File: config.mk
export PLATFORM = sky130hd
export DESIGN_NAME = sar_result_reader
export DESIGN_NICKNAME = d
export VERILOG_FILES = /design/src/rtl/sar_result_reader.sv
export SDC_FILE = /design/constraint.sdc
export NUM_CORES = 1
export LEC_CHECK = 0
export CAP_MARGIN = 20
export CORE_ASPECT_RATIO = 1.1
export CORE_MARGIN = 3
export CORE_UTILIZATION = 56
export DETAILED_ROUTE_END_ITERATION = 12
export GPL_TIMING_DRIVEN = 0
export PLACE_DENSITY = 0.81
export SYNTH_ARGS = -nofsm -noshare
export SYNTH_HDL_FRONTEND = slang
export SYNTH_SLANG_ARGS = --single-unit
File: constraint.sdc
create_clock -name clk -period 7.3 [get_ports clk]
set_input_delay 1.46 -clock clk [delete_from_list [all_inputs] [get_ports clk]]
set_output_delay 1.46 -clock clk [all_outputs]
set_load 0.05 [all_outputs]
File: src/rtl/sar_result_reader.sv
// rtl/sar_result_reader.sv - SAR result capture FIFO with start-up skip and overrun flag
// Optional: SAR_READER_DROP_OLDEST_EN overwrites the oldest entry on overrun instead of dropping the new word.
module sar_result_reader #(
   parameter int PRECISION  = 10,
   parameter int DEPTH      = 4,
   parameter int SKIP_FIRST = 1
) (
   input  logic                     clk,
   input  logic                     rst,
   input  logic                     en,
   input  logic                     conv_clk,
   input  logic [PRECISION-1:0]     sar_in,
   output logic [PRECISION-1:0]     data_out,
   output logic                     valid,
   input  logic                     ready,
   output logic [$clog2(DEPTH):0]   level,
   output logic                     overrun,
   input  logic                     clr_ovr
);

   localparam int AW = $clog2(DEPTH);
   localparam int LW = AW + 1;

   logic                 conv_q;
   logic                 conv_edge;
   logic                 capture;
   logic                 push;
   logic                 pop;
   logic                 full;
   logic                 ovr_push;
   logic                 wr_en;
   logic                 rd_adv;
   logic [3:0]           skip_cnt;
   logic [AW-1:0]        rd_ptr;
   logic [AW-1:0]        wr_ptr;
   logic [PRECISION-1:0] mem [DEPTH];

   always_comb begin
      conv_edge = conv_clk & ~conv_q;
      capture   = conv_edge & en;
      push      = capture & (skip_cnt == 4'd0);
      valid     = (level != '0);
      pop       = valid & ready;
      full      = (level == LW'(DEPTH));
      ovr_push  = push & full & ~pop;
`ifdef SAR_READER_DROP_OLDEST_EN
      // Overrun push overwrites the head slot, so the read side advances with it.
      wr_en     = push;
      rd_adv    = pop | ovr_push;
`else
      wr_en     = push & ~ovr_push;
      rd_adv    = pop;
`endif
      data_out  = mem[rd_ptr];
   end

   always_ff @(posedge clk) begin
      if (!rst) begin
         conv_q   <= 1'b1;
         skip_cnt <= 4'(SKIP_FIRST);
         rd_ptr   <= '0;
         wr_ptr   <= '0;
         level    <= '0;
         overrun  <= 1'b0;
      end else begin
         conv_q <= conv_clk;
         if (!en)
            skip_cnt <= 4'(SKIP_FIRST);
         else if (capture && skip_cnt != 4'd0)
            skip_cnt <= skip_cnt - 4'd1;
         if (wr_en)
            wr_ptr <= wr_ptr + AW'(1);
         if (rd_adv)
            rd_ptr <= rd_ptr + AW'(1);
         if (wr_en && !rd_adv)
            level <= level + LW'(1);
         else if (rd_adv && !wr_en)
            level <= level - LW'(1);
         // A new overrun takes priority over a same-cycle clear.
         if (ovr_push)
            overrun <= 1'b1;
         else if (clr_ovr)
            overrun <= 1'b0;
      end
   end

   always_ff @(posedge clk) begin
      if (wr_en)
         mem[wr_ptr] <= sar_in;
   end

endmodule

; Yosys cells after proc, flatten, opt, wreduce, memory -nomap -nowiden
; Memories as Yosys holds them, arrays and structs flattened. A register that Yosys moved wholly into a read port is not among the register bits.
; Cells that the tools add are included.
[word_totals]
ramBits = 40
input_bits = 16
mem_count = 1
out_inout_bits = 15
reg_bits = 13
word_cells = 42
[op_classes]
reduce_logical = 11
n_mux = 8
bitwise = 10
n_eq_ne = 1
n_addsub = 5
[memory_table]
columns = memory, depth, word_bits, rd, rd_clocked_by_memory_dff, wr, line
row1 = mem, 4, 10, 1, 1, 1, 36  ; logic [PRECISION-1:0] mem [DEPTH];
[ops]
columns = cell, count
row1 = AND 1 bit, 7
row2 = two-way mux 3 bit, 2
row3 = "adder 2 x 1 -> 2 bit, second input constant", 2
row4 = zero test 4 bit, 1
row5 = two-way mux 1 bit, 4
row6 = two-way mux 2 bit, 2
row7 = nonzero test 2 bit, 2
row8 = nonzero test 4 bit, 1
row9 = "subtractor 4 x 1 -> 4 bit, second input constant", 1
row10 = "adder 3 x 1 -> 3 bit, second input constant", 1
row11 = "equality test 3 bit, second input constant", 1
row12 = logical AND 1 bit, 3
row13 = NOT 1 bit, 3
row14 = nonzero test 3 bit, 1
row15 = "subtractor 3 x 1 -> 3 bit, second input constant", 1
row16 = zero test 1 bit, 2
row17 = AND reduction 2 bit, 1

; Logic depth before layout (Yosys ltp)
[logic_depth]
depth_word = 12
mapped_depth = 10
ltp_nobuf = 10

; Worst setup path after synthesis
; No wires, ideal clock.
[synth_timing]
path_kind = input-to-reg
start = input port en
end = register level[2]
setup_ns = 0.070
cell_stages = 8
arrival_time_ns = 3.106
setup_slack_ns = 4.124
path_buffers = 0
required_time_ns = 7.230
cell_sequence = nand3b_1 > a211oi_4 > ha_1 > inv_1 > fa_1 > xor2_1 > or3_1 > a21oi_1
[synth_via]
elab_chain_cells = 9
word_cells_on_any_way = 11
cone_classes = 1 x mux / 6 x bitwise / 4 x reduce/logical
[synth_rtl]
columns = item, line
row1 = "start, declared", 10  ; input logic en,
row2 = AND 1 bit *, 40  ; capture = conv_edge & en;
row3 = AND 1 bit *, 41  ; push = capture & (skip_cnt == 4'd0);
row4 = AND 1 bit (2 in a row), 45  ; ovr_push = push & full & ~pop;
row5 = NOT 1 bit, 51  ; wr_en = push & ~ovr_push;
row6 = AND 1 bit *, 51
row7 = net wr_en, 31  ; logic wr_en;
row8 = zero test 1 bit, 77  ; else if (rd_adv && !wr_en)
row9 = logical AND 1 bit, 77
row10 = nonzero test 2 bit (no source line), -
row11 = "end signal, assigned", 76  ; level <= level + LW'(1);
row12 = "end signal, assigned", 78  ; level <= level - LW'(1);
row13 = "end, declared", 16  ; output logic [$clog2(DEPTH):0] level,
; The timed path passes the listed nets; every way through them passes the cells marked *.
; A chain may end at the register's enable or synchronous reset.

; Final worst setup path
; Ends and elaborated chain as after synthesis.

==> metrics.txt <==
Critical Path RT=7.54 ns; Slew headroom=60.4%; Synth Area per Inst=16.8 sq um; drt initial violations=102; post-synthesis sequential area ratio=between 60% and 70%; WL/cell=16.4 um; Tightest Pin Transition=0.594 ns; element type at the critical path end=register; worst stage delay on the critical path=between 0.5 and 0.6 ns; Final Hold Vio Count=0; Comb pwr share=26.1%; final setup fails=0; share of cells above drive strength 1=~14%; drt via density=between 5 and 6; Post-synth top flop=edfxtp_1; multiplexer area fraction after synthesis=11.5%; GR Overflow Total=0; RSZ-0062 raised after global routing=false; PortBufs=30; final wirelength=around 3.6 mm; Int Pwr=0.000523 W; arrival time worst endpoint=3.91 ns; CTS Buf Count=5; Final Cell Area=2690 sq um; largest family of logic cells by synthesized area=multiplexers; CTS tree=done; die area=4750 sq um; fmax=272 MHz; Skew-Pair Late Insertion Delay=a little over 0.3 ns; ant diodes=0; Die Span X=around 66 um; compound-gate portion of the synthesized area=4.18%; static leakage power=0.910 nW; Power Density=279 nW/um^2; Synth Area in Simple Gates=8.08%; Final Cycle Share=50.3%; CP Max Fanout=7; Post-synth EDFFs=40; Area growth, synth to finish=21.4%; slowest cell on the critical path=clkdlybuf4s50_1; Rows=23; Peak VDD IR=0.302 mV; GPL Wtd Cong=0.896; antenna violations before repair=0; clock power share=a little over a quarter; core area=3710 sq um; Placement Cell Area=around 2600 sq um; Resized Gates After CTS=0; switching pwr=0.000227 W; Sequential Power Share=approximately 48%; crit path cell chain=clkdlybuf4s50_1, nand3b_1, a211oi_4, ha_1, inv_1, fa_1, xor2_1, or3_1, a21oi_1; Reg clk slew, reported paths=approximately 0.090 ns; IO Count=31; fin crit period=3.67 ns; Area contributors post-synth=edfxtp_1 (54%), dfxtp_1 (14%), mux4_2 (10%); dpl hpwl=roughly 2.6 mm; Synth Warn #=0; setup TNS=0 ns; number of global-route vias before repair=1329; WS Path Type=in -> reg; Sink Count=55; Overall Power=0.000750 W; Final Slew Violations=0; Clock Path Buffers=2; DR vias=around 1.2k; # nets final=193; CTS Hold Buffers Added=0; Adder-Cell Fraction of Synth Area=4.86%; Synth async-reset ratio=0%; Buf+Inv Stages, Crit Path=2; crit start category=input pin; Synth area leader=edfxtp_1; Post-route DRC=0; GRT Util Overall=18.0%; xor and xnor fraction of the mapped netlist area=about 2.0%; Initial Utilization=a little under 60%; Clock Skews=0.00448 ns; distinct cell type count after synthesis=32; Final Util=between 70% and 80%; clk root buf=clkbuf_8; Mapped Cells=132; max-cap viol count=0; drt pass-1 iters=4; top cell type's share of synthesized area=54.2%; Die Ht=a little over 70 um; Detail Route Antenna Nets=0; Switching Fraction=30.2%; Post-Syn Area=~2200 sq um; status=finished clean; hold crit path type=reg -> reg; crit-path leading delay family=adder cells; FF+latch count, synth=55; CTS H-Tree Depth=2; Post-CTS Setup Bufs=0; pin count of the biggest net entering global routing=18; Mapped Nets=156; first-pass GRT wire length=around 6.3 mm
final timing paths:
path / startpoint / to / slack [ns] / cells after the start
max reg2reg: skip_cnt[1] / level[2] / 4.51 / 10
max: en / level[2] / 3.63 / 9
min: overrun / overrun / 0.48 / 2
min reg2reg: overrun / overrun / 0.48 / 2
synth_stat cells (all sizes together) (3+ instances only):
library cell / n
edfxtp: 40
dfxtp: 15
mux4: 10
ha: 7
inv: 7
and2: 5
nand2: 5
nor2: 5
xor2: 5
a21oi: 3
mux2i: 3
or3: 3
cells by family after synthesis:
kind of cell,Yosys count
multiplexers,13
AND/OR/NAND/NOR,30
AO/OA/AOI/OAI,12
flip-flops,55
XOR/XNOR,5
adder cells (fa/ha/maj),8
buffers and inverters,9
power by group through the flow:
stage	Combinational [W]	Clock, W	Sequential [W]
floorplan	0.000113	0	0.000386
global placement	0.000193	0	0.000365
detailed placement	0.000197	0	0.000366
CTS	0.000198	0.000198	0.000359
global route	0.000211	0.000217	0.000361
finish	0.000196	0.000195	0.000359
placed cells by master, fill, tap and decap left out:
master / instances
xor2_1: 5
nor3b_1: 2
inv_1: 7
mux2i_1: 3
buf_1: 1
nand4b_1: 1
nand3b_1: 1
clkdlybuf4s50_1: 30
nor4_1: 1
nand2_1: 5
ha_1: 7
edfxtp_1: 40
o311ai_0: 1
nand3_1: 2
and3b_1: 1
clkinv_1: 1
bufinv_16: 1
a211oi_4: 1
nand4_1: 1
o31ai_1: 1
or3_1: 3
nor2_1: 5
and2_2: 4
a211oi_1: 1
mux4_2: 10
inv_6: 1
buf_2: 1
nand2b_1: 2
a21oi_1: 3
o21a_1: 2
or3b_4: 1
dfxtp_1: 15
and2_1: 1
a311oi_1: 1
o21ai_0: 2
fa_1: 1
clkbuf_8: 5
final cells by class:
type,instances,area (sq um)
flip-flops and latches,55,1500
clock inverters,3,42.5
inverters,7,26.3
clock buffers,5,68.8
fillers,248,1020
multi-input cells,68,678
repair buffers,30,300
plain buffers,2,8.76
well taps,50,62.6
registers in the layout, summed over array words and instances, names as in the netlist, named ones only:
signal	flops
conv_q	1
level	3
overrun	1
mem	40
rd_ptr	2
wr_ptr	2
skip_cnt	4
worst min-delay path: cells and delay by family (launching register included):
kind | cells | cell delay [ns]
AOI/OAI and AO/OA | 1 | 0.05
DFF | 1 | 0.32
and+or+nand+nor | 1 | 0.06
layer usage:
layer / wire length, um / global-route usage, %
met3: 163 / 4.33
met5: 0 / 0
met2: 1960 / 31.6
met1: 1430 / 21.3
met4: 59 / 7.22
per-stage QoR:
stage | worst slack [ns] | cells | hold slack, ns
2_1_floorplan | 4.12 | 132 | 0.468
3_3_place_gp | 3.41 | 212 | 0.460
3_5_place_dp | 3.34 | 212 | 0.460
4_1_cts | 3.58 | 220 | 0.478
5_1_grt | 3.49 | 220 | 0.509
6_report | 3.63 | 220 | 0.479
Power figures use the tool's default switching activity.
